$ cat src/rtl/mouse_cursor_pkg.sv
// Shared constants for the mouse cursor overlay: the arrow sprite bitmap,
// the fixed sprite colours and the meaning of each 2-bit sprite code.
package mouse_cursor_pkg;

  // Sprite pixel codes
  localparam logic [1:0] TRANSP  = 2'd0;
  localparam logic [1:0] OUTLINE = 2'd1;
  localparam logic [1:0] FILL    = 2'd2;
  localparam logic [1:0] ACCENT  = 2'd3;

  // Fixed sprite colours in RGB332
  localparam logic [7:0] BLACK = 8'h00;
  localparam logic [7:0] WHITE = 8'hFF;

  // Arrow bitmap, row-major: SPRITE[row] holds 8 pixels, column c in bits [2c+1:2c].
  //   row0: 1 . . . . . . .
  //   row1: 1 1 . . . . . .
  //   row2: 1 2 1 . . . . .
  //   row3: 1 2 3 1 . . . .
  //   row4: 1 2 3 2 1 . . .
  //   row5: 1 2 2 1 1 1 . .
  //   row6: 1 1 2 1 . . . .
  //   row7: 1 . 1 2 1 . . .
  localparam logic [7:0][15:0] SPRITE = {
    16'h0191,  // row 7
    16'h0065,  // row 6
    16'h0569,  // row 5
    16'h01B9,  // row 4
    16'h0079,  // row 3
    16'h0019,  // row 2
    16'h0005,  // row 1
    16'h0001   // row 0
  };

endpackage

$ cat src/rtl/cursor_sprite_rom.sv
// Combinational lookup of one 2-bit sprite code from a {row, column} address.
module cursor_sprite_rom
  import mouse_cursor_pkg::*;
(
  input  logic [5:0] addr,
  output logic [1:0] code
);

  logic [15:0] row_bits;

  // Pick the row by the upper address bits, then the 2-bit field by the column
  always_comb begin
    row_bits = SPRITE[addr[5:3]];
    code     = row_bits[{addr[2:0], 1'b0} +: 2];
  end

endmodule

$ cat src/rtl/mouse_cursor_overlay.sv
// Overlays an 8x8 arrow cursor on the pixel stream at the mouse position,
// with frame-synchronous position updates and button click pulse outputs.
module mouse_cursor_overlay
  import mouse_cursor_pkg::*;
#(
  parameter int                 PIX_W       = 10,
  parameter int                 COLOR_W     = 8,
  parameter logic [COLOR_W-1:0] CLICK_COLOR = 8'hE0,
  parameter logic [COLOR_W-1:0] IDLE_COLOR  = 8'h1C,
  parameter int                 RST_X       = 268,
  parameter int                 RST_Y       = 201
) (
  input  logic               clk,
  input  logic               rst,
  input  logic [15:0]        mouse_x,
  input  logic [15:0]        mouse_y,
  input  logic [15:0]        mouse_status,
  input  logic               mouse_dav,
  input  logic               cursor_en,
  input  logic               frame_start,
  input  logic               pix_valid,
  input  logic [PIX_W-1:0]   pix_x,
  input  logic [PIX_W-1:0]   pix_y,
  input  logic [COLOR_W-1:0] bg_rgb,
  output logic               out_valid,
  output logic [COLOR_W-1:0] out_rgb,
  output logic               click_l,
  output logic               click_r
);

  logic [PIX_W-1:0]   shadow_x, shadow_y, active_x, active_y;
  logic [2:0]         shadow_btn, active_btn;
  logic [1:0]         prev_btn;
  logic [PIX_W:0]     dx_full, dy_full;
  logic               hit;
  logic               s1_valid, s1_hit;
  logic [2:0]         s1_dx, s1_dy;
  logic [COLOR_W-1:0] s1_bg, pix_color;
  logic [1:0]         code;
  logic               unused_bits;

  assign unused_bits = ^{mouse_x[15:PIX_W], mouse_y[15:PIX_W], mouse_status[15:3],
                         active_btn[2:1]};

  // Capture new mouse data into the shadow; promote to active only at frame start
  always_ff @(posedge clk or posedge rst) begin
    if (rst) begin
      shadow_x   <= PIX_W'(RST_X);
      shadow_y   <= PIX_W'(RST_Y);
      active_x   <= PIX_W'(RST_X);
      active_y   <= PIX_W'(RST_Y);
      shadow_btn <= '0;
      active_btn <= '0;
    end else begin
      if (mouse_dav) begin
        shadow_x   <= mouse_x[PIX_W-1:0];
        shadow_y   <= mouse_y[PIX_W-1:0];
        shadow_btn <= mouse_status[2:0];
      end
      if (frame_start) begin
        active_x   <= mouse_dav ? mouse_x[PIX_W-1:0] : shadow_x;
        active_y   <= mouse_dav ? mouse_y[PIX_W-1:0] : shadow_y;
        active_btn <= mouse_dav ? mouse_status[2:0]  : shadow_btn;
      end
    end
  end

  // Single-cycle pulses on rising edges of the left and right buttons
  always_ff @(posedge clk or posedge rst) begin
    if (rst) begin
      prev_btn <= '0;
      click_l  <= 1'b0;
      click_r  <= 1'b0;
    end else begin
      click_l <= mouse_dav & mouse_status[0] & ~prev_btn[0];
      click_r <= mouse_dav & mouse_status[1] & ~prev_btn[1];
      if (mouse_dav) prev_btn <= mouse_status[1:0];
    end
  end

  // Offset from the hotspot; the top bit doubles as the borrow flag
  always_comb begin
    dx_full = {1'b0, pix_x} - {1'b0, active_x};
    dy_full = {1'b0, pix_y} - {1'b0, active_y};
    hit     = cursor_en & pix_valid &
              (dx_full[PIX_W:3] == '0) & (dy_full[PIX_W:3] == '0);
  end

  // Stage 1 register: hit decision and sprite coordinates
  always_ff @(posedge clk or posedge rst) begin
    if (rst) begin
      s1_valid <= 1'b0;
      s1_hit   <= 1'b0;
      s1_dx    <= '0;
      s1_dy    <= '0;
      s1_bg    <= '0;
    end else begin
      s1_valid <= pix_valid;
      s1_hit   <= hit;
      s1_dx    <= dx_full[2:0];
      s1_dy    <= dy_full[2:0];
      s1_bg    <= bg_rgb;
    end
  end

  cursor_sprite_rom u_rom (
    .addr ({s1_dy, s1_dx}),
    .code (code)
  );

  // Map the sprite code to a colour, falling back to background when transparent
  always_comb begin
    pix_color = s1_bg;
    if (s1_hit) begin
      case (code)
        OUTLINE: pix_color = COLOR_W'(BLACK);
        FILL:    pix_color = COLOR_W'(WHITE);
        ACCENT:  pix_color = active_btn[0] ? CLICK_COLOR : IDLE_COLOR;
        default: pix_color = s1_bg;
      endcase
    end
  end

  // Stage 2 register: merged output, forced to zero outside active pixels
  always_ff @(posedge clk or posedge rst) begin
    if (rst) begin
      out_valid <= 1'b0;
      out_rgb   <= '0;
    end else begin
      out_valid <= s1_valid;
      out_rgb   <= s1_valid ? pix_color : '0;
    end
  end

endmodule
$ cat config.mk
export PLATFORM = sky130hd
export DESIGN_NAME = mouse_cursor_overlay
export DESIGN_NICKNAME = d
export VERILOG_FILES = /design/src/rtl/mouse_cursor_pkg.sv /design/src/rtl/cursor_sprite_rom.sv /design/src/rtl/mouse_cursor_overlay.sv
export SDC_FILE = /design/constraint.sdc
export NUM_CORES = 1
export LEC_CHECK = 0
export CAP_MARGIN = 25
export CORE_MARGIN = 10
export CORE_UTILIZATION = 49
export DETAILED_ROUTE_END_ITERATION = 8
export GPL_TIMING_DRIVEN = 0
export PLACE_DENSITY = 0.79
export SYNTH_ARGS = -nofsm -noshare
export SYNTH_HDL_FRONTEND = slang
export SYNTH_SLANG_ARGS = --single-unit
$ cat constraint.sdc
create_clock -name clk -period 2.9 [get_ports clk]
set_input_delay 0.435 -clock clk [delete_from_list [all_inputs] [get_ports clk]]
set_output_delay 0.435 -clock clk [all_outputs]
set_load 0.01 [all_outputs]
## Word level (Yosys, flattened, before mapping)

Memory sizes are Yosys's and may differ from the RTL's.
Index checks and enable logic that the tools add are counted.

- Flip-flop bits (word level): 73
- Memory bits (read-only): 128
- Memories kept: 1
- Output and inout bits: 11
- Word-level logic and storage cells: 43
- Input port bits: 82

Memories:

| name | depth | width | read ports | clocked after memory_dff | wr ports | RTL line | text |
|---|---|---|---|---|---|---|---|
| (no name shown) | 8 | 16 | 1 | 0 | 0 | cursor_sprite_rom.sv:13 | `row_bits = SPRITE[addr[5:3]];` |

- Add/subtract/negate cells: 2
- Muxes and demuxes: 8
- Bitwise operators: 9
- Shift-type cells: 1
- $lt $le $gt $ge: 1
- Equality and inequality tests: 3
- Reduce and logical (&&, ||, !) cells: 2

Operators by type and width:

| operator | number |
|---|---|
| 8-bit two-way mux | 3 |
| 8-bit one-hot mux with 3 select lines | 1 |
| 10-bit by 10-bit subtractor with 11-bit output | 2 |
| 10-bit two-way mux | 2 |
| 8-bit zero test | 2 |
| 16-bit two-way mux | 1 |
| 16-bit by 5-bit indexed part select with 2-bit output | 1 |
| 1-bit bitwise AND | 7 |
| 2-bit == test (second input constant) | 2 |
| 3-bit by 4-bit < comparator with 1-bit output (second input constant) | 1 |
| 3-bit two-way mux | 1 |
| 2-bit by 1-bit == test with 1-bit output (second input constant) | 1 |
| 1-bit NOT | 2 |

## Depth between registers and ports, before layout

Gate-level depths: netlist of run 1.

- Depth after elaboration: 7
- Depth in mapped cells: 9
- Mapped depth without buffers: 9

## Cells and area by module

From an unflattened synthesis of run 1, not the netlist that was laid out.

- Cell total of the unflattened synthesis: 371
- Area total of the unflattened synthesis: 3834.9 um^2

Modules (own cells, without submodules):

| module | cells an instance | area an instance (um^2) | sequential area each (um^2) | times used |
|---|---|---|---|---|
| mouse_cursor_overlay | 344 | 3626.0 | 1794.2 | 1 |
| cursor_sprite_rom | 27 | 209.0 | 0.0 | 1 |

## Worst setup path before layout of run 1

Ideal clock, no wire load.

- Kind: reg2reg
- Start: register active_y[6]
- End: register s1_hit
- Cell stages (with the launch flop): 9
- Buffers on the path: 0
- Required time: 2.804 ns
- Setup slack: 0.315 ns
- Arrival: 2.489 ns
- Cells stage by stage: dfstp_2 inv_1 ha_1 inv_1 a2bb2oi_1 o2111ai_1 or4_1 or4_1 nor4_2

- Longest elaborated chain between the ends: 3

Ends and longest elaborated chain:

| element | RTL line | text |
|---|---|---|
| start: declaration | mouse_cursor_overlay.sv:31 | `logic [PIX_W-1:0] shadow_x, shadow_y, active_x, active_y;` |
| start signal: assignment | mouse_cursor_overlay.sv:51 | `active_y <= PIX_W'(RST_Y);` |
| start signal: assignment | mouse_cursor_overlay.sv:62 | `active_y <= mouse_dav ? mouse_y[PIX_W-1:0] : shadow_y;` |
| 10-bit by 10-bit subtractor with 11-bit output | mouse_cursor_overlay.sv:84 | `dy_full = {1'b0, pix_y} - {1'b0, active_y};` |
| 8-bit zero test | mouse_cursor_overlay.sv:86 | `(dx_full[PIX_W:3] == '0) & (dy_full[PIX_W:3] == '0);` |
| 1-bit bitwise AND | mouse_cursor_overlay.sv:86 |  |
| net hit | mouse_cursor_overlay.sv:35 | `logic hit;` |
| end signal: assignment | mouse_cursor_overlay.sv:99 | `s1_hit <= hit;` |
| end: declaration | mouse_cursor_overlay.sv:36 | `logic s1_valid, s1_hit;` |

The timed path passes the listed nets, and every way through them passes these cells.
A chain may end at the register's enable or synchronous reset.

## Worst setup path in the final report of run 1

Same ends and word-level chain as after synthesis.

==> results of run 1 <==
-- placed cells by master (no fill, tap or decap), types with 4 or more instances in the layout --
cell type / synthesis / layout
a21bo_2: 4 / 4
a21o_1: 4 / 4
a21oi_1: 15 / 15
buf_1: 5 / 5
clkbuf_1: 4 / 4
clkbuf_8: 0 / 9
clkdlybuf4s50_1: 0 / 64
dfrtp_1: 57 / 57
dfstp_2: 14 / 14
ha_1: 25 / 25
inv_1: 41 / 40
mux2_2: 22 / 22
mux2i_1: 4 / 4
nand2_1: 30 / 30
nand2b_1: 6 / 6
nor2_1: 18 / 18
o21a_1: 7 / 7
o21ai_0: 33 / 33
-- logic make-up after synthesis --
logic type,after synthesis
XOR/XNOR,6
AND/OR/NAND/NOR,79
AO/OA/AOI/OAI,87
buffers and inverters,53
multiplexers,26
adder cells (fa/ha/maj),27
flip-flops,71
-- power groups by stage --
stage	Sequential, uW	Clock, uW	Combinational, uW
3_3_place_gp	1170	0	662
5_1_grt	1160	810	783
3_5_place_dp	1170	0	686
6_report	1150	744	692
2_1_floorplan	1160	0	478
4_1_cts	1150	769	694
-- final timing paths --
check	endpoint	slack (ns)	cells past startpoint
setup / recovery	s1_hit	0.12	8
hold / removal	click_r	0.44	1
setup reg to reg	s1_hit	0.12	8
hold reg to reg	click_r	0.44	1
max in group asynchronous	active_x[0]	1.76	2
min in group asynchronous	shadow_btn[1]	0.60	2
-- metal layers --
metal / part of all wire (%) / vias up
li1: - / 1348
met1: 43 / 1307
met2: 49 / 83
met3: 6.1 / 20
met4: 2.4 / 0
met5: 0 / -
-- flip-flops by register name, summed over array words and instances, names as in the netlist --
signal      cells
s1_hit          1
click_r         1
out_valid       1
active_y       10
s1_bg           8
shadow_btn      2
s1_dy           3
out_rgb         8
shadow_x       10
click_l         1
shadow_y       10
s1_valid        1
active_btn      1
s1_dx           3
prev_btn        1
active_x       10
-- metrics by stage --
step	setup WS [ns]	util, %	cell area (um^2)	setup TNS [ns]	total power, uW
after global routing	0.0451	63.5	4580	0	2760
final	0.119	63.5	4580	0	2590
after detailed placement	-0.203	60.9	4400	-0.203	1860
after floorplan	0.315	-	3630	0	1640
after CTS	0.111	63.5	4580	0	2610
after global placement	-0.407	60.9	4390	-23.18	1830
-- area by class of cell --
cell class	count	area (um^2)	area share, %
plain buffers	11	43.8	0.956
clock buffers	9	124	2.70
clock inverters	7	61.3	1.34
inverters	42	160	3.50
multi-input cells	225	1630	35.7
flip-flops and latches	71	1790	39.2
well taps	99	124	2.70
repair buffers	64	641	14.0
-- cell usage after synthesis, types with 5 or more instances --
cell type / n
dfrtp_1: 57
inv_1: 41
o21ai_0: 33
nand2_1: 30
ha_1: 25
mux2_2: 22
nor2_1: 18
a21oi_1: 15
dfstp_2: 14
o21a_1: 7
nand2b_1: 6
buf_1: 5
-- critical path, delay by kind of cell, from the launching register on --
| kind | cells | cell delay (ns) |
|---|---|---|
| AO/OA/AOI/OAI | 2 | 0.29 |
| flip-flops | 1 | 0.52 |
| buffers and inverters | 2 | 0.19 |
| AND/OR/NAND/NOR | 3 | 1.33 |
| adder cells (fa/ha/maj) | 1 | 0.36 |
==> results.md, run 1 <==
* Outcome: completed
* Worst-path clk slew at 0.08 ns
* Num CTS Buffers at 9
* Row cnt at 31
* Period utilization at about 96%
* Register area share after synthesis at around 49%
* Initial antenna violation count at 0
* EDFF count, synth at 0
* Depth of the CTS H-tree at 3
* Syn_nets at roughly 460
* Postcts setup bufs at 0
* CP Max Fanout at 7
* Synth top area share at between 30% and 40%
* Finished Layout Cells at 528
* Gr usage total at 15.5%
* Compound-Gate Fraction of Synth Area at 15.4%
* I/O pins at 93
* Least-Margin Pin Slew at 0.831 ns
* Clock Skew at 0.00428 ns
* Startpoint types: flip-flop
* Diodes inserted at 0
* Met1 usage at a little under a fifth
* Clock Sinks at 71
* Die Wd at 106 um
* Largest net degree at the start of global routing at 72
* Crit path DAT at 3.04 ns
* Post-synthesis instance area at 0.00363 mm^2
* Antenna Violating Nets Remaining at 0
* Rel. slew slack at 44.6%
* Ys async rst share at 100%
* CTS tree: done
* Static leakage at 0.00207 uW
* #FFs+latches synth at slightly above 70
* Xor/xnor cell area share of the yosys netlist at 1.45%
* Post-synthesis simple-gate area fraction at 10.5%
* Worst Path Required at roughly 3.2 ns
* Via count at roughly 2.8k
* Adder-cell area share of the yosys netlist at 9.72%
* Final nets at roughly 530
* Core ar. at 0.00721 mm^2
* Internal power at 1760 uW
* DRC violations left at 0
* Total grt overflow at 0
* GR peak layer: met2
* Die Y at between 100 and 150 um
* M2 GR Usage at around 26%
* Slew Limit Fails at 0
* Worst min path class: reg2reg
* Worst-skew pair later-pin latency at 0.35 ns
* Vias in the first global route at between 2k and 3k
* Worst-path cell chain: inv_1 > ha_1 > inv_1 > a2bb2oi_1 > o2111ai_1 > or4_1 > or4_1 > nor4_2
* Hold_buf cts at 0
* DR pass1 iterations at 5
* Sw Share at 32.0%
* Largest family of logic cells by synthesized area: compound AO/OA/AOI/OAI gates
* Switching Power at 827 uW
* Peak VDD IR at 0.289 mV
* FILL cells at 591
* Post-synth cell types at 50
* Comb pwr share at between 20% and 30%
* First-pass GRT wire length at 14,100 um
* DRT iter0 DRCs at 100
* Placed Instances at 512
* Clock Power Share at 28.7%
* YS warnings at 0
* CP peak stage delay at about 0.54 ns
* Worst r2r src: active_y[6]
* Root Driver: clkbuf_8
* Crit. Startpoint: active_y[6]
* Cells after Synth at ~350
* Post-synthesis mux area share at 7.93%
* Port-buffer cells at between 60 and 70
* Final WL at about 8300 um
* Min Tclk post-route at roughly 2.8 ns
* RePlAce Congestion at just under 0.9
* Wirelength per Cell at 15.6 um
* Clock Tree Buf Depth at 2
* Met3 usage at 5.56%
* Top_reg_cell synth: dfrtp_1
* Largest cells by area after synthesis: dfrtp_1 (39%), dfstp_2 (10%), ha_1 (8.6%)
* HP Start: shadow_btn[1]
* Ratio of cells with drive above 1 in the final layout at 14.9%
* Die Area at 0.0112 mm^2
* Post-synth top area cell: dfrtp_1
* CP Capture Type: flip-flop
* Via density at between 5 and 6
* Hpwl dp at 6270 um
* Number of max-cap violations at 0
* Hold WS at between 0.4 and 0.5 ns
* Fmax achieved at 360 MHz
* Area grow syn2layout at 26.2%
* Hold Fails Final Rpt at 0
* Critical-path top delay cell: or4_1
* RSZ-0062 raised after global routing: no
* Resized cells post-CTS at 0
* Register share of total power at 44.5%
* Power density over cell area at 565 mW/mm^2
* Setup Viol. Count Final at 0
* Initial cell density of the core at around half
* Critical path type: reg2reg
* Mean Syn Cell Area at 10.4 um^2
Power figures use the tool's default switching activity.
==> run 2: changes to the inputs <==
--- a/config.mk
+++ b/config.mk
@@ -11,6 +11,7 @@
 export DETAILED_ROUTE_END_ITERATION = 8
 export GPL_TIMING_DRIVEN = 0
 export PLACE_DENSITY = 0.79
+export SLEW_MARGIN = 15
 export SYNTH_ARGS = -nofsm -noshare
 export SYNTH_HDL_FRONTEND = slang
 export SYNTH_SLANG_ARGS = --single-unit
==> results.md, run 2 (synthesized netlist as in run 1, its figures left out) <==
* Die Area at around 0.011 mm^2
* Hold_buf cts at 0
* Area grow syn2layout at 27.0%
* Hpwl dp at 6410 um
* CP Capture Type: flip-flop
* Worst-skew pair later-pin latency at 0.37 ns
* Die Wd at 106 um
* Hold WS at 0.401 ns
* DRC violations left at 0
* Depth of the CTS H-tree at 3
* RePlAce Congestion at 0.875
* Outcome: completed
* Reg2reg end: s1_hit
* Final nets at 534
* Core ar. at roughly 0.0072 mm^2
* Port-buffer cells at between 60 and 70
* CTS tree: done
* Crit. Startpoint: active_y[6]
* Most frequent cells in the layout: clkdlybuf4s50_1 (64), dfrtp_1 (57), inv_1 (40)
* Initial antenna violation count at 0
* DR pass1 iterations at 4
* Pre-CTS WS at -0.190 ns
* Vias in the first global route at 2,981
* Diodes inserted at 0
* Area of the multi-input gates at 0.00163 mm^2
* Hold Fails Final Rpt at 0
* Worst min path class: in2async
* Final Cell Area at between 0.004 and 0.005 mm^2
* Initial cell density of the core at 50.3%
* First-pass GRT wire length at approximately 14,000 um
* Ratio of cells with drive above 1 in the final layout at 15.1%
* Worst Path Required at ~3.2 ns
* Worst setup margin at 0.106 ns
* RSZ-0062 raised after global routing: no
* Core Util, Final at a little under two thirds
* Postcts setup bufs at 0
* Clock Sinks at 71
* Gr usage total at approximately 16%
* Least-Margin Pin Slew at ~0.7 ns
* Largest net degree at the start of global routing at 48
* Setup Viol. Count Final at 0
* Root Driver: clkbuf_8
* FF+latch area at 0.00179 mm^2
* Static leakage at 0.00208 uW
* FILL cells at 599
* DP Area at 0.00442 mm^2
* Power density over cell area at 564 mW/mm^2
* CP Capture Point: s1_hit
* Number of max-cap violations at 0
* Total grt overflow at 0
* Min Tclk post-route at 2.79 ns
* Resized cells post-CTS at 0
* Final WL at 8370 um
* Rel. slew slack at 53.3%
* Via density at 5.25
* CP Max Fanout at 7
* I/O pins at slightly above 90
* Via count at 2,779
* Num CTS Buffers at 9
* Period utilization at 96.4%
* Critical path type: reg2reg
* Wirelength per Cell at 15.8 um
* Worst r2r src: active_y[6]
* Die Y at 106 um
* Reg-to-reg slack, setup at 0.11 ns
* Clock Tree Buf Depth at 2
* Setup_tns at 0 ns
* Worst-path clk slew at 0.08 ns
* Commonest non-fill, non-tap cell in the layout: clkdlybuf4s50_1
* Slew Limit Fails at 0
* Crit path DAT at 3.06 ns
* Peak VDD IR at 0.307 mV
* Clock Skew at 0.00935 ns
* Antenna Violating Nets Remaining at 0
* Row cnt at 31
* Startpoint types: flip-flop
* DRT iter0 DRCs at 63
* R2R cell count at 8
* Fmax achieved at 358 MHz
[run 2: changes by cell type in the layout (fill, tap and decap cells not counted)]
cell	before	now
buf_16	0	1
[run 2: metrics by stage]
stage / cells / power (uW)
floorplan: 349 / 1640
global route: 529 / 2770
global placement: 512 / 1830
finish: 529 / 2600
CTS: 529 / 2620
detailed placement: 513 / 1860
[run 2: layer usage]
metal  vias up  wire, um  share of wire [%]  track usage (%)
met5         -         0                  0                0
met4         0       116                1.4             4.26
met3        11       400                4.8             6.10
met2        66      4210                 50             26.5
met1      1353      3640                 44             18.0
li1       1349         -                  -                -
[run 2: where the power goes]
group | leakage [uW] | total (uW) | internal [uW] | switching [uW]
Sequential | 0.000836 | 1150 | 1110 | 43.8
Combinational | 0.00116 | 698 | 331 | 367
Clock | 0.0000888 | 752 | 326 | 426
[run 2: final cells by class]
cell class / count / share of cell area [%]
clock buffer: 9 / 2.69
multi-input combinational: 225 / 35.5
tap: 99 / 2.69
timing repair buffer: 65 / 14.5
inverter: 42 / 3.47
sequential: 71 / 38.9
clock inverter: 7 / 1.33
buffer: 11 / 0.950
[run 2: worst min-delay path by stage]
| stage | end | start | cells past startpoint | slack (ns) |
|---|---|---|---|---|
| CTS | shadow_y[8] | rst | 2 | 0.39 |
| detailed placement | click_l | prev_btn[0] | 1 | 0.42 |
| global route | shadow_y[9] | rst | 2 | 0.41 |
| floorplan | out_valid | s1_valid | 0 | 0.39 |
| global placement | click_r | shadow_btn[1] | 1 | 0.41 |
| finish | active_y[9] | rst | 2 | 0.40 |
[run 2: worst max-delay path, cell delays in order (launching register included)]
cell	delay (ns)
dfstp_2	0.52
inv_1	0.05
ha_1	0.36
inv_1	0.14
a2bb2oi_1	0.18
o2111ai_1	0.11
or4_1	0.51
or4_1	0.54
nor4_2	0.28
==> run 3: changes to the inputs <==
--- a/config.mk
+++ b/config.mk
@@ -7,10 +7,10 @@
 export LEC_CHECK = 0
 export CAP_MARGIN = 25
 export CORE_MARGIN = 10
-export CORE_UTILIZATION = 49
+export CORE_UTILIZATION = 53
 export DETAILED_ROUTE_END_ITERATION = 8
 export GPL_TIMING_DRIVEN = 0
-export PLACE_DENSITY = 0.79
+export PLACE_DENSITY = 0.85
 export SLEW_MARGIN = 15
 export SYNTH_ARGS = -nofsm -noshare
 export SYNTH_HDL_FRONTEND = slang
==> constraint.sdc (replaced) <==
create_clock -name clk -period 3.55 [get_ports clk]
set_input_delay 0.5325 -clock clk [delete_from_list [all_inputs] [get_ports clk]]
set_output_delay 0.5325 -clock clk [all_outputs]
set_load 0.01 [all_outputs]
==> results.md, run 3 (synthesized netlist as in run 1, its figures left out) <==
* Antenna Violating Nets Remaining at 0
* Port-buffer cells at 64
* Startpoint types: input port
* Most used cell, CP: or4_1
* CP Capture Type: flip-flop
* Num CTS Buffers at 9
* Power density over cell area at around 500 mW/mm^2
* Hold_buf cts at 0
* HP Start: shadow_btn[1]
* DRC violations left at 0
* CTS tree: done
* RSZ-0062 raised after global routing: no
* Static leakage at 0.00212 uW
* Least-Margin Pin Slew at 0.682 ns
* Commonest non-fill, non-tap cell in the layout: clkdlybuf4s50_1
* Rel. slew slack at 54.5%
* Worst r2r src: active_y[6]
* DR pass1 iterations at 4
* Via count at 2,793
* Internal power at 1650 uW
* Worst-skew pair later-pin latency at 0.36 ns
* Clock Tree Buf Depth at 2
* Hpwl dp at 6140 um
* Number of max-cap violations at 0
* Postcts setup bufs at 0
* Peak VDD IR at approximately 0.26 mV
* Vias in the first global route at ~2.8k
* I/O pins at slightly above 90
* Depth of the CTS H-tree at 3
* Most frequent cells in the layout: clkdlybuf4s50_1 (64), dfrtp_1 (57), inv_1 (40)
* Wirelength per Cell at 16.4 um
* Hold path depth at 1
* Setup_tns at 0 ns
* Gr usage total at 16.6%
* Clock Sinks at 71
* Final nets at about 530
* Initial antenna violation count at 0
* Die Wd at 103 um
* Worst min path class: reg2reg
* Sw Share at 29.0%
* Critical path type: in2reg
* Area grow syn2layout at 28.0%
* WHS Endpoint: click_r
* Largest net degree at the start of global routing at 38
* Die Area at 0.0106 mm^2
* Fmax achieved at ~350 MHz
* Row cnt at 30
* Switching Power at 676 uW
* Worst path buffer plus inverter count at 2
* Total grt overflow at 0
* Comb pwr share at 24.5%
* Crit path max-delay family: simple AND/OR/NAND/NOR gates
* Core ar. at around 0.0067 mm^2
* Worst Path Required at around 3.8 ns
* Resized cells post-CTS at 0
* Initial cell density of the core at a little over half
* Die Y at 103 um
* Register share of total power at 40.4%
* Crit path DAT at 3.15 ns
* Worst-path clk slew at approximately 0.080 ns
* Reg2reg end: s1_hit
* DRT iter0 DRCs at 144
* Hold Fails Final Rpt at 0
* CP Max Fanout at 7
* Reg-to-reg slack, setup at 0.71 ns
* CP peak stage delay at between 0.5 and 0.6 ns
* Clock Skew at 0.0110 ns
* Setup Viol. Count Final at 0
* RePlAce Congestion at 0.921
* Diodes inserted at 0
* Period utilization at 81.5%
* Hold WS at between 0.4 and 0.5 ns
* Root Driver: clkbuf_8
* R2R cell count at 8
* Outcome: completed
* Final WL at 8340 um
* First-pass GRT wire length at roughly 14,000 um
* Ratio of cells with drive above 1 in the final layout at 15.1%
* Clock Power Share at 35.1%
* Via density at 5.48
* Slew Limit Fails at 0
* Critical-path top delay cell: or4_1
* Worst-path cell chain: clkdlybuf4s50_1 > ha_1 > inv_1 > a2bb2oi_1 > o2111ai_1 > or4_1 > or4_1 > nor4_2
* Min Tclk post-route at 2.89 ns
==> run 3: cell count changes in the layout (fill, tap and decap cells not counted) <==
cell / previous run / this run
buf_16: 1 / 0
buf_12: 0 / 1
bufinv_16: 0 / 3
clkinvlp_4: 2 / 0
inv_6: 3 / 2
==> run 3: stage by stage <==
stage                     cell area, um^2  utilization, %  total power (uW)  setup slack (ns)  cells
final                                4640            69.1              2330             0.656    510
after global routing                 4640            69.1              2460             0.538    510
after CTS                            4640            69.1              2340             0.695    510
after detailed placement             4390            65.4              1520             0.323    494
after global placement               4370            65.0              1490             0.173    493
after floorplan                      3630               -              1340             0.952    349
==> run 3: worst reg2reg max path: cells and delay by family, from the launching register on <==
kind	cells	cell delay (ns)
AO/OA/AOI/OAI	2	0.30
adder cells (fa/ha/maj)	1	0.36
buffers and inverters	2	0.19
flip-flops	1	0.53
AND/OR/NAND/NOR	3	1.37
==> run 3: power by group through the flow <==
| stage | clock (uW) | sequential [uW] | combinational, uW |
|---|---|---|---|
| final | 818 | 940 | 570 |
| after global routing | 865 | 951 | 639 |
| after CTS | 827 | 941 | 571 |
| after detailed placement | 0 | 956 | 562 |
| after global placement | 0 | 953 | 535 |
| after floorplan | 0 | 950 | 390 |
==> run 3: layout make-up <==
class	count	area (um^2)
Multi-Input combinational cell	225	1630
Clock buffer	9	124
Tap cell	80	100
Fill cell	473	2070
Clock inverter	7	128
Timing Repair Buffer	65	661
Buffer	11	43.8
Sequential cell	71	1790
Inverter	42	160
==> run 3: metal layers <==
layer | vias up | part of all wire (%) | global-route usage, %
li1 | 1348 | - | -
met3 | 14 | 5.7 | 4.83
met4 | 0 | 1.9 | 6.52
met2 | 82 | 50 | 28.9
met1 | 1349 | 42 | 18.7
met5 | - | 0 | 0
==> run 3: how the worst max path moves through the flow <==
stage                        start           to  slack [ns]  cells after the start
after global placement         rst  active_x[6]        0.17                      2
after global routing      pix_y[6]       s1_hit        0.54                      8
after detailed placement  pix_y[6]       s1_hit        0.32                      8
after CTS                 pix_y[6]       s1_hit        0.70                      8
after floorplan           pix_y[6]       s1_hit        0.95                      7
final                     pix_y[6]       s1_hit        0.66                      8
